$ cat src/rtl/serial_word_rx_pkg.sv
`default_nettype none
// +--------------------------------------------------------------------+
// | serial_rx_pkg : shared types and constants for serial_word_rx       |
// | Revision 1.0                                                       |
// +--------------------------------------------------------------------+
package serial_rx_pkg;

  typedef enum logic [1:0] {
    IDLE   = 2'd0,
    DATA   = 2'd1,
    PARITY = 2'd2,
    STOP   = 2'd3
  } rx_state_t;

  localparam logic IDLE_LEVEL    = 1'b1;
  localparam logic START_LEVEL   = 1'b0;
  localparam int   DEFAULT_WIDTH = 4;

endpackage
`default_nettype wire

$ cat src/rtl/rx_bit_counter.sv
`default_nettype none
// +--------------------------------------------------------------------+
// | rx_bit_counter : data-bit up-counter, tc flags the last data bit    |
// | Revision 1.0                                                       |
// +--------------------------------------------------------------------+
module rx_bit_counter
  import serial_rx_pkg::*;
#(
  parameter int WIDTH = DEFAULT_WIDTH
) (
  input  logic clk,
  input  logic rst,
  input  logic clr,
  input  logic inc,
  output logic tc
);

  localparam int CW = $clog2(WIDTH + 1);

  logic [CW-1:0] count;

  always_ff @(posedge clk or posedge rst) begin
    if (rst) begin
      count <= '0;
    end else if (clr) begin
      count <= '0;
    end else if (inc) begin
      count <= count + CW'(1);
    end
  end

  assign tc = (count == CW'(WIDTH - 1));

endmodule
`default_nettype wire

$ cat src/rtl/serial_word_rx.sv
`default_nettype none
// +--------------------------------------------------------------------+
// | serial_word_rx : start/WIDTH data (LSB first)/stop frame receiver   |
// | Revision 1.0 ; SERIAL_WORD_RX_PARITY_EN adds an even-parity bit     |
// +--------------------------------------------------------------------+
module serial_word_rx
  import serial_rx_pkg::*;
#(
  parameter int WIDTH = DEFAULT_WIDTH
) (
  input  logic             clk,
  input  logic             rst,
  input  logic             en,
  input  logic             din,
  output logic [WIDTH-1:0] data_out,
  output logic             valid,
  output logic             busy,
  output logic             frame_err
`ifdef SERIAL_WORD_RX_PARITY_EN
  ,
  output logic             parity_err
`endif
);

  rx_state_t        state;
  rx_state_t        state_n;
  logic [WIDTH-1:0] shift_reg;
  logic [WIDTH-1:0] shift_n;
  logic [WIDTH-1:0] data_n;
  logic             valid_n;
  logic             frame_err_n;
  logic             busy_n;
  logic             cnt_clr;
  logic             cnt_inc;
  logic             cnt_tc;
`ifdef SERIAL_WORD_RX_PARITY_EN
  logic             par_bit;
  logic             par_n;
  logic             parity_err_n;
`endif

  rx_bit_counter #(
    .WIDTH (WIDTH)
  ) u_bit_counter (
    .clk (clk),
    .rst (rst),
    .clr (cnt_clr),
    .inc (cnt_inc),
    .tc  (cnt_tc)
  );

  always_ff @(posedge clk or posedge rst) begin
    if (rst) begin
      state     <= IDLE;
      shift_reg <= '0;
      data_out  <= '0;
      valid     <= 1'b0;
      frame_err <= 1'b0;
      busy      <= 1'b0;
`ifdef SERIAL_WORD_RX_PARITY_EN
      par_bit    <= 1'b0;
      parity_err <= 1'b0;
`endif
    end else begin
      state     <= state_n;
      shift_reg <= shift_n;
      data_out  <= data_n;
      valid     <= valid_n;
      frame_err <= frame_err_n;
      busy      <= busy_n;
`ifdef SERIAL_WORD_RX_PARITY_EN
      par_bit    <= par_n;
      parity_err <= parity_err_n;
`endif
    end
  end

  always_comb begin
    state_n     = state;
    shift_n     = shift_reg;
    data_n      = data_out;
    valid_n     = 1'b0;
    frame_err_n = 1'b0;
    cnt_clr     = 1'b0;
    cnt_inc     = 1'b0;
`ifdef SERIAL_WORD_RX_PARITY_EN
    par_n        = par_bit;
    parity_err_n = 1'b0;
`endif
    if (en) begin
      case (state)
        IDLE: begin
          if (din == START_LEVEL) begin
            state_n = DATA;
            cnt_clr = 1'b1;
          end
        end
        DATA: begin
          // Right shift: the first data bit ends up in the LSB.
          shift_n = {din, shift_reg[WIDTH-1:1]};
          if (cnt_tc) begin
            cnt_clr = 1'b1;
`ifdef SERIAL_WORD_RX_PARITY_EN
            state_n = PARITY;
`else
            state_n = STOP;
`endif
          end else begin
            cnt_inc = 1'b1;
          end
        end
`ifdef SERIAL_WORD_RX_PARITY_EN
        PARITY: begin
          par_n   = din;
          state_n = STOP;
        end
`endif
        STOP: begin
          state_n = IDLE;
          if (din == IDLE_LEVEL) begin
`ifdef SERIAL_WORD_RX_PARITY_EN
            if (par_bit != (^shift_reg)) begin
              parity_err_n = 1'b1;
            end else begin
              data_n  = shift_reg;
              valid_n = 1'b1;
            end
`else
            data_n  = shift_reg;
            valid_n = 1'b1;
`endif
          end else begin
            frame_err_n = 1'b1;
          end
        end
        default: begin
          state_n = IDLE;
        end
      endcase
    end
    busy_n = (state_n != IDLE);
  end

endmodule
`default_nettype wire
$ cat config.mk
export PLATFORM = sky130hd
export DESIGN_NAME = serial_word_rx
export DESIGN_NICKNAME = d
export VERILOG_FILES = /design/src/rtl/serial_word_rx_pkg.sv /design/src/rtl/rx_bit_counter.sv /design/src/rtl/serial_word_rx.sv
export SDC_FILE = /design/constraint.sdc
export NUM_CORES = 1
export LEC_CHECK = 0
export ABC_AREA = 1
export CAP_MARGIN = 20
export CORE_MARGIN = 1.5
export CORE_UTILIZATION = 45
export DETAILED_ROUTE_END_ITERATION = 8
export GPL_TIMING_DRIVEN = 1
export PLACE_DENSITY = 0.83
export SLEW_MARGIN = 25
export SYNTH_ARGS = -nofsm -noshare
export SYNTH_HDL_FRONTEND = slang
export SYNTH_SLANG_ARGS = --single-unit
$ cat constraint.sdc
create_clock -name clk -period 1 [get_ports clk]
set_input_delay 0.1 -clock clk [delete_from_list [all_inputs] [get_ports clk]]
set_output_delay 0.1 -clock clk [all_outputs]
set_load 0.02 [all_outputs]
==> summary.md, run 1 <==
Prior to clock tree synthesis, the placed netlist has a worst setup slack of -0.220 ns. The tools report the final number of hold-violating endpoints as 0. Wires add up to 1260 µm. Placed wire-length estimate after detailed placement: 901 µm. The final clock period utilization by the worst path is 1.11, and the number of cells in the design after placement is 102. The run gives 100 as the number of nets in the layout. The signed area change from the synthesized netlist to the final layout came out at 26.1%. By area the synthesized netlist is led by sky130_fd_sc_hd__dfrtp_1 58%, sky130_fd_sc_hd__nand2_1 13%, sky130_fd_sc_hd__nand3_1 5.8%, sky130_fd_sc_hd__inv_1 4.9%, sky130_fd_sc_hd__ha_1 3.6%.

The critical path goes through ha_2 -> ha_4 -> inv_2 -> nand4_1 -> nand2_1. Clock network fraction of total power: 0.176. Length of routed met3 wiring: 84 µm. The clock period minus final worst setup slack works out to 1.11 ns. The net switching power is 895 µW, and the total inserted antenna cells is 0.

After detailed routing, the number of vias per cell comes to 5.01. Synthesis instantiated 15 different standard cells from the library. The effective utilization at floorplan came out at 0.505.

TritonCTS built the clock tree. The tools report the number of warnings issued by yosys as 0. The global-route usage over all layers was 0.163. The type of the most critical hold path was input port to asynchronous set/reset pin. STA puts the critical path data required time at 1.18 ns. For the final setup slack of the worst path, the log shows -0.111 ns. Clock tree synthesis selected as its root buffer the cell sky130_fd_sc_hd__clkbuf_4. Clock-pin slew was measured on the worst setup and hold paths at 0.09 ns. The critical path is of the register to register type. Number of pins exceeding their max-slew limit in the final report: 0. The largest individual stage delay along the critical path comes from the cell sky130_fd_sc_hd__dfrtp_1. Sequential group share of total power: 0.446.

The run gives 514 µm as the length of routed wiring on met1. The run gives 2110 µm as the wire length of the first global-routing pass. The switching share of power is 0.378.

Total power per unit cell area: 2710 mW/mm². The tools report the startpoint kind of the worst setup timing path as a register. In this design, the stage delay of the slowest critical-path cell is 0.39 ns.

The initial antenna violation count was 0; the post-synthesis net count was 81. Summed over all nets, wire length on met2 after detailed routing comes to 656 µm. Leaving out fill and tap cells, the most frequent cell in the layout is sky130_fd_sc_hd__nand2_1. The total I/O pin count came out at 11. Data arrival time at the worst-slack endpoint: 1.29 ns. Leaving out fill and tap cells, the most frequent cells in the layout are 24 x sky130_fd_sc_hd__nand2_1, 14 x sky130_fd_sc_hd__dfrtp_1, 8 x sky130_fd_sc_hd__nand3_1. The quantity of hold-fixing buffers added after cts is 0.

The final route contains 541 vias. Global routing finished with a remaining overflow of 0. The flow ran to the end, but the final reports show violations.

STA classifies the critical path endpoint as a register. Final-report setup violation count: 5. Top routing layer in use: met3. The number of clock buffers added by TritonCTS is 3. The worst path buffer plus inverter count was 1; the maximum frequency from static timing analysis was 0.900 GHz.

At the end of routability-driven placement, the weighted congestion stood at 0.810. The register bit count reported by yosys was 16; the leakage power total was 0.464 nW. Each instance of the synthesized netlist takes up on average 9.21 µm². In this run the deepest clock path goes through 2 buffers.

Setup repair after global routing could not meet its margin everywhere. Internal power comes to 1.47 mW. Of all cell types, the one taking the most synthesized area is sky130_fd_sc_hd__dfrtp_1. CTS saw 16 sinks. Synthesis produced a netlist whose cell count is 75. Max-cap violations in this run came to 0.

For the via count of the first global-routing pass, the log shows 497. For the final database, setup skew stands at 0.00638 ns. For the worst-skew pair, the clock arrives at the later sink with an insertion delay of 0.29 ns. In this design, the largest share of critical-path delay is due to adder cells. H-tree depth: 1. The fraction of final layout cells with drive strength greater than 1 works out to 0.290. Port buffering added 10 buffers.

The first TritonRoute pass finished after 2 iterations. VDD sags by at most 1.40 mV. After the first detailed-routing iteration, the DRC count stood at 6. The die height came out at 42.2 µm. After detailed routing, the number of remaining DRC violations is 0. In this run the worst path has a maximum fanout of 2. The normalized max-slew margin is 0.833.

The per-cell routed wire length is 11.6 µm, and the placeable core area is 0.00137 mm². The sequential fraction of the synthesis area is 0.580. The checks that failed: setup timing. The run gives 691 µm² as the total standard cell area after synthesis.

The area share of the largest cell type after synthesis works out to 0.580. Adding up every negative setup slack in the final design gives -0.263 ns. At the pin with the least slew margin, the transition time is 0.249 ns. The logs give 0.00178 mm² for the full die area and 0.377 for the portion of total power attributed to combinational logic. The number of routed nets with antenna violations is 0.

Entering global routing, the biggest net connects 17 pins. In this run the horizontal extent of the chip is 42.2 µm. The finished layout holds 108 standard cells, fillers aside.

In this run the core area contains 13 standard-cell rows.
worst reg2reg max path, stage by stage (launching register included):
cell and delay [ns]:
sky130_fd_sc_hd__dfrtp_1 0.39, sky130_fd_sc_hd__ha_2 0.20, sky130_fd_sc_hd__ha_4 0.26, sky130_fd_sc_hd__inv_2 0.02
sky130_fd_sc_hd__nand4_1 0.07, sky130_fd_sc_hd__nand2_1 0.06
through the flow:
stage | utilization | hold WS, ns | total power, mW | instance area [µm²]
floorplan | - | 0.0137 | 1.58 | 693
global placement | 0.605 | 0.421 | 1.87 | 827
detailed placement | 0.605 | 0.423 | 1.91 | 827
CTS | 0.624 | 0.115 | 2.30 | 852
global route | 0.637 | 0.127 | 2.56 | 871
finish | 0.637 | 0.107 | 2.36 | 871
timing repair:
item,4_1_cts,5_1_grt
gates resized for setup,27,8
buffers inserted,1,1
pin swaps,7,3
endpoints found under the setup margin,12,10
path summary, 6_finish.rpt:
check	start	endpoint	slack, ns	cells after the start
min	rst	shift_reg[3]	0.11	3
min in group clk	din	shift_reg[3]	0.43	3
max in group asynchronous	rst	state[0]	0.69	3
min reg2reg	shift_reg[0]	data_out[0]	0.48	2
max reg2reg	u_bit_counter.count[0]	u_bit_counter.count[2]	-0.11	5
max	u_bit_counter.count[0]	u_bit_counter.count[2]	-0.11	5
synthesized netlist by cell type (all sizes together):
| library cell | count |
|---|---|
| buf | 1 |
| dfrtp | 16 |
| ha | 2 |
| inv | 9 |
| nand2 | 25 |
| nand3 | 9 |
| nand4 | 4 |
| nor2 | 3 |
| o21ai | 5 |
| or2 | 1 |
metal layers:
metal / global-route usage / vias up
li1: - / 277
met1: 0.167 / 253
met2: 0.286 / 11
met3: 0.0819 / 0
met4: 0.0500 / 0
met5: 0 / -
area by class of cell:
| cell class | count | area (µm²) |
|---|---|---|
| sequential | 16 | 403 |
| timing repair buffer | 15 | 103 |
| inverter | 9 | 33.8 |
| tap | 15 | 18.8 |
| clock buffer | 4 | 36.3 |
| fill | 113 | 495 |
| multi-input combinational | 49 | 277 |
power groups by stage:
stage	sequential [mW]	combinational [mW]	clock, mW
final	1.06	0.892	0.417
after CTS	1.03	0.837	0.431
after global placement	1.05	0.822	0
after global routing	1.09	1.01	0.463
after detailed placement	1.05	0.855	0
after floorplan	1.14	0.436	0
logic make-up after synthesis:
group / after synthesis / synth area share
compound gates: 5 / 0.0362
fa+ha+maj: 2 / 0.0362
simple gates: 42 / 0.288
buf+inv: 10 / 0.0598
flops: 16 / 0.580
No activity file was read; power rests on OpenSTA's default activity.
==> inputs of run 2 (changes only) <==
PLACE_DENSITY = 0.72   (was 0.83)
==> run 2 against run 1 <==
  * The flow still finishes with violations (setup timing)
  * Sequential share of layout area fell by 0.85 points
  * Via count rose by 4.4%
  * Setup slack improved by 0.011 ns
  * Clock power fell by 22%
  * Critical endpoint unchanged
==> summary.md, run 2 (synthesis results as in run 1) <==
The critical path starts at u_bit_counter.count[0]. The tools report the area of placed instances as 850 µm² (+2.7%). The cell sitting at the root of the clock tree is a sky130_fd_sc_hd__clkbuf_4. The number of buffers inserted by port buffering came out at 10 (unchanged). For the number of sinks driven by the clock tree, the log shows 16 (unchanged).

Worst flop-to-flop path endpoint: u_bit_counter.count[2]. The logs give -0.225 ns (-0.00514 ns) for the placement-stage worst setup slack and 11 (unchanged) for the total I/O pin count. The flow ran to the end, but the final reports show violations. The final standard cell count with taps included and fillers excluded was 110 (+1.9%).

The data arrival time at the worst-slack endpoint was 1.28 ns (about the same). For the setup slack of the worst register-to-register path, the log shows -0.10 ns (about the same). The transition time at the pin with the least slew margin works out to 0.218 ns (-0.0315 ns).

The total area of multi-input combinational cells was 284 µm² (+2.7%). The run gives 887 µm² (+1.9%) as the post-route cell area. Peak supply drop: 1.43 mV (+1.7%). Launching point of the worst reg2reg path: u_bit_counter.count[0]. The full die area was 0.00178 mm² (unchanged); the initial antenna violation count was 0 (unchanged). The logic depth of the worst register-to-register path works out to 5 (unchanged).

Final hold slack: 0.129 ns (+0.0217 ns). The per-cell via count in the routed design works out to 5.14 (+2.5%). The sort of element at the end of the critical path was a register.

The leakage power total was 0.475 nW (+2.4%); the number of violations of the max-capacitance limit was 0 (unchanged). The highest metal layer carrying signal wires in the routed design is met4. Clock latency reported for the late side of the worst-skew pair: 0.28 ns (about the same). Final clock period utilization by the worst path: 1.10 (-0.0105). The normalized max-slew margin came out at 0.855 (+0.0211). In the layout the commonest cells are 23 x sky130_fd_sc_hd__nand2_1, 14 x sky130_fd_sc_hd__dfrtp_1, 8 x sky130_fd_sc_hd__nand3_1, 8 x sky130_fd_sc_hd__buf_4, 7 x sky130_fd_sc_hd__buf_2.

The clock period minus final worst setup slack was 1.10 ns (-0.0105 ns). In this run the worst setup path terminates at u_bit_counter.count[2]. The fraction of final layout cells with drive strength greater than 1 came out at 0.316 (+0.0255).

The final number of hold-violating endpoints is 0 (unchanged). The area taken by flip-flops and latches is 403 µm² (unchanged). The run gives 103 (+3.0%) as the number of nets in the layout. The clock transition at the registers of the reported paths works out to 0.09 ns (about the same). The number of cells in the design after placement came out at 105 (+2.9%). The run gives 2 (unchanged) as the maximum clock path buffer count.

The biggest fanout along the worst timing path was 2 (unchanged); the die height was 42.2 µm (unchanged). For the final worst clock skew, the log shows 0.00658 ns (+0.000199 ns). For the number of buffers inserted during clock tree synthesis, the log shows 3 (unchanged). The global-route usage over all layers was 0.159 (-0.00329); the H-tree depth was 1 (unchanged).

The tools report the total routed wirelength as 1290 µm (+2.4%). The run gives 120 (+6.2%) as the layout filler cell count. Largest net degree at the start of global routing: 17 (unchanged). The critical path in this run is classified as register to register. The final setup slack of the worst path came out at -0.100 ns (+0.0105 ns). For the length of routed met3 wiring, the log shows 54 µm (-36%). The logs give 9 (+3) for the starting DRC count in detailed routing and 614 µm (-6.4%) for the wire length on met2.

The final reports fail on setup timing. The number of pins exceeding their max-slew limit in the final report is 0 (unchanged). Per-cell routed wire length: 11.7 µm (+0.53%). The most common cell after layout, fill and taps aside is sky130_fd_sc_hd__nand2_1.

The tools report the number of vias in the routed layout as 565 (+4.4%). The placed wire-length estimate after detailed placement is 905 µm (+0.51%). The startpoint kind of the worst setup timing path is a register. The tools report the number of iterations in the first detailed-routing pass as 4 (+2). The placeable core area was 0.00137 mm² (unchanged); the final-report setup violation count was 5 (unchanged). The type of the most critical hold path is input port to asynchronous set/reset pin. The width of the die was 42.2 µm (unchanged).

Effective utilization at floorplan: 0.505 (unchanged). The total inserted antenna cells was 0 (unchanged); the number of design rule violations left after detail routing was 0 (unchanged). For the core utilization of the finished layout, the log shows 0.649 (+0.0119). For the wire length of the first global-routing pass, the log shows 2110 µm (unchanged).

Via count of the first global-routing pass: 506 (+1.8%). The total power per unit cell area is 2610 mW/mm² (-4.0%), and the length of routed wiring on met1 is 611 µm (+19%). The maximum frequency from static timing analysis is 0.909 GHz (+0.96%), and the signed area change from the synthesized netlist to the final layout is 28.4%. For the weighted congestion reported at the end of routability-driven placement, the log shows 0.851 (+5.0%). Setup repair after global routing could not meet its margin everywhere. TritonCTS built the clock tree. The critical path data required time was 1.18 ns (about the same). The number of placement rows was 13 (unchanged).

The number of routed nets with antenna violations came out at 0 (unchanged). The total grt overflow is 0 (unchanged).
[run 2: cell count changes in the layout (fill, tap and decap cells not counted)]
cell	before	now
sky130_fd_sc_hd__buf_4	5	8
sky130_fd_sc_hd__buf_2	6	7
sky130_fd_sc_hd__clkbuf_2	1	0
sky130_fd_sc_hd__clkbuf_8	1	0
sky130_fd_sc_hd__nand2_1	24	23
sky130_fd_sc_hd__nand2_4	0	1
sky130_fd_sc_hd__o21ai_0	4	3
sky130_fd_sc_hd__o21ai_1	1	2
[run 2: final cells by class]
| cell class | instances | share of cell area |
|---|---|---|
| Timing Repair Buffer | 18 | 0.141 |
| Clock buffer | 3 | 0.0254 |
| Inverter | 9 | 0.0381 |
| Sequential cell | 16 | 0.454 |
| Tap cell | 15 | 0.0212 |
| Multi-Input combinational cell | 49 | 0.320 |
[run 2: per-stage QoR]
step / total power, mW / setup TNS (ns)
6_report: 2.31 / -0.181
5_1_grt: 2.50 / -0.453
4_1_cts: 2.26 / -0.274
3_5_place_dp: 1.93 / -2.37
3_3_place_gp: 1.91 / -2.09
2_1_floorplan: 1.58 / -0.0579
[run 2: timing repair]
action,in CTS,in global routing
buffers inserted,1,1
pin swaps,0,2
setup endpoints to repair,14,12
gates resized for setup,32,7
hold buffers,0,0
[run 2: where the power goes]
group	switching [mW]	total (mW)	internal, mW
logic	0.531	0.918	0.387
clock network	0.185	0.325	0.140
registers	0.181	1.07	0.889
total	0.898	2.31	1.42
[run 2: how the worst min path moves through the flow]
stage          slack [ns]         to  from
2_1_floorplan        0.01       busy   rst
6_report             0.13       busy   rst
3_5_place_dp         0.45  frame_err   rst
4_1_cts              0.13  frame_err   rst
5_1_grt              0.15       busy   rst
3_3_place_gp         0.42       busy   rst
[run 2: routing by layer]
metal	up-vias	track usage
li1	287	-
met5	-	0
met1	265	0.198
met4	0	0.0938
met3	2	0.0388
met2	11	0.249
[run 2: worst max-delay path, cell delays in order, from the launching register on]
cell	delay (ns)
sky130_fd_sc_hd__dfrtp_1	0.40
sky130_fd_sc_hd__ha_2	0.19
sky130_fd_sc_hd__ha_4	0.26
sky130_fd_sc_hd__inv_2	0.02
sky130_fd_sc_hd__nand4_1	0.07
sky130_fd_sc_hd__nand2_1	0.05
==> RTL change (settings of run 2) <==
Change the package constant `DEFAULT_WIDTH` from 4 to 16.
--- a/src/rtl/serial_word_rx_pkg.sv
+++ b/src/rtl/serial_word_rx_pkg.sv
@@ -15,5 +15,5 @@
   localparam logic IDLE_LEVEL    = 1'b1;
   localparam logic START_LEVEL   = 1'b0;
-  localparam int   DEFAULT_WIDTH = 4;
+  localparam int   DEFAULT_WIDTH = 16;
 
 endpackage
Interface: changed (resized data_out); port bits go from 11 to 23. The function was not compared with the original's and may differ.
==> RTL change against run 2 <==
The run still ends with setup timing left; synthesized area increased to 2.5 times the old value; design area increased to 3.0 times the old value; wire length increased to 3.3 times the old value; cell count increased to 2.6 times the old value; clock power increased to 4.2 times the old value; power increased by 110%; sequential cell count increased by 26; setup slack got worse by 0.20 ns; sequential power increased by 110%; via count increased to 2.5 times the old value.
==> RTL change: results (changes against run 2) <==
Run status
  – Status: complete, but fails checks (unchanged)
  – Failing checks: setup timing (unchanged)

Detailed routing
  – Avg WL per Cell: 15.1 um (was 11.7 um)
  – Vias/cell: 5.02 (was 5.14)
  – TritonRoute pass-1 iters: 4 (unchanged)
  – DRT iter0 DRCs: 91 (was 9)
  – WL final: 4.26 mm (was 1.29 mm)

Global route
  – Largest net degree at the start of global routing: 43 (was 17)
  – Vias in the first global route: 1311 (was 506)
  – GRT Util Overall: 18.1% (was 15.9%)
  – Initial antenna violation count: 0 (unchanged)
  – First-pass GRT wire length: 5.82 mm (was 2.11 mm)

Clock tree
  – CTS Root Cell: clkbuf_8 (was clkbuf_4)
  – Clock Pin Slew Worst Setup and Hold Paths: 0.08 ns
  – Worst-Skew Late Latency: 0.30 ns (was 0.28 ns)
  – CTS Buffer Depth: 2 (unchanged)
  – Number of buffers created by CTS: 5 (was 3)
  – H-tree depth: 2 (was 1)

Yosys
  – Seq/Total Area, Yosys: 60.2% (was 58.0%)
  – Synth Flop Type: dfrtp_1 (unchanged)
  – Number of flops mapped to enable cells by yosys: 0 (unchanged)
  – Synth async-reset ratio: 100% (unchanged)
  – Yosys warning count: 0 (unchanged)
  – Post-synth top area share: 60.2% (was 58.0%)
  – Top post-synthesis cells by area: dfrtp_1, inv_1, nand2_1 (was dfrtp_1, nand2_1, nand3_1)
  – Synth top cells by count: dfrtp_1, inv_1, nand2_1 (was nand2_1, dfrtp_1, inv_1)
  – Mean post-synth cell area: 9.60 um2 (was 9.21 um2)
  – Post-Syn Nets: 188 (was 81)
  – Synth cell types: 20 (was 15)

Finish
  – FILL cells: 258 (was 120)
  – Diodes inserted: 0 (unchanged)
  – Share of cells above drive strength 1: 53.0% (was 31.6%)
  – Number of nets in the layout: 240 (was 103)

Setup path
  – Largest fanout on the critical path: 8 (was 2)
  – Worst EP arrival: 1.53 ns (was 1.28 ns)
  – R2R Path Start: state[1] (was u_bit_counter.count[0])
  – Reg2Reg Depth: 7 (was 5)
  – Reg2reg end: data_out[12] (was u_bit_counter.count[2])

STA
  – Setup Skew: 0.00537 ns (was 0.00658 ns)
  – Smallest hold slack: 0.190 ns (was 0.129 ns)
  – Worst Max-Slew Pin Slew: 0.264 ns (was 0.218 ns)
  – Fin. max-slew vios: 0 (unchanged)
  – Final WS setup: -0.304 ns (was -0.100 ns)
  – Final setup viols: 41 (was 5)

Worst hold path
  – Hold WC Path Type: input port to asynchronous set/reset pin (unchanged)

Power
  – Leakage power: 1.32 nW (was 0.475 nW)
  – Worst vdd ir: 0.00141 V (was 0.00143 V)
  – Internal power: 3.32 mW (was 1.42 mW)

Placement
  – Placed insts: 258 (was 105)
  – Detail Placement HPWL: 1.89 mm (was 905 um)
  – Placed cell area: 0.00213 mm2 (was 850 um2)
  – Placer Congestion: 0.739 (was 0.851)
  – I/O Buffers: 22 (was 10)
-- RTL change: how the worst max path moves through the flow --
stage                            from                      to  slack [ns]  depth (start not counted)
2_1_floorplan  u_bit_counter.count[1]  u_bit_counter.count[4]       -0.24                          6
3_3_place_gp                       en             data_out[4]       -0.33                          6
3_5_place_dp                       en            data_out[10]       -0.35                          6
4_1_cts        u_bit_counter.count[0]                    busy       -0.23                          7
5_1_grt                      state[1]            data_out[12]       -0.35                          7
6_report                     state[1]            data_out[12]       -0.30                          7
-- RTL change: cell families after synthesis --
group / after synthesis / synth area share (%)
adders and majority gates: 2 / 1.43
and+or+nand+nor: 58 / 14.4
xor gates and xnor gates: 1 / 0.502
AOI/OAI and AO/OA: 36 / 11.8
buffers and inverters: 43 / 11.7
DFF: 42 / 60.2
-- RTL change: area by class of cell --
| class | count | area [um2] | share of cell area, % |
|---|---|---|---|
| timing repair buffer | 52 | 533 | 19.9 |
| inverter | 36 | 139 | 5.19 |
| tap | 48 | 60.1 | 2.24 |
| multi-input combinational | 97 | 782 | 29.2 |
| sequential | 42 | 1050 | 39.3 |
| clock buffer | 6 | 82.6 | 3.08 |
| clock inverter | 1 | 30.0 | 1.12 |
-- RTL change: repair_timing --
| item | 4_1_cts | 5_1_grt |
|---|---|---|
| pin swaps | 8 | 5 |
| setup endpoints to repair | 59 | 42 |
| setup buffers | 6 | 5 |
| cloned | 3 | 4 |
| hold buffers | 0 | 0 |
| resized for setup | 116 | 43 |
-- RTL change: metal layers --
metal	GRT usage, %	vias to the layer above	wire (um)
li1	-	670	-
met4	4.69	0	31
met2	30.6	33	2330
met5	0	-	0
met3	5.65	6	202
met1	22.6	707	1690
-- RTL change: per-stage QoR --
step           setup WS (ns)  setup TNS (ns)
6_report              -0.304           -8.89
5_1_grt               -0.352          -10.85
4_1_cts               -0.232           -5.34
3_5_place_dp          -0.347          -11.74
3_3_place_gp          -0.327          -10.88
2_1_floorplan         -0.238           -2.40
-- RTL change: critical path, stage by stage, from the launching register on --
cell	delay, ns
dfrtp_1	0.44
buf_6	0.14
nand2_4	0.05
nor3_4	0.15
buf_12	0.16
clkbuf_16	0.17
nand2_2	0.05
o21ai_1	0.07
-- RTL change: power groups by stage --
| stage | registers (mW) | clock network, mW | logic [mW] |
|---|---|---|---|
| 2_1_floorplan | 2.22 | 0 | 0.407 |
| 3_3_place_gp | 2.18 | 0 | 0.712 |
| 3_5_place_dp | 2.18 | 0 | 0.739 |
| 4_1_cts | 2.18 | 1.37 | 0.975 |
| 5_1_grt | 2.29 | 1.46 | 1.26 |
| 6_report | 2.26 | 1.37 | 1.18 |
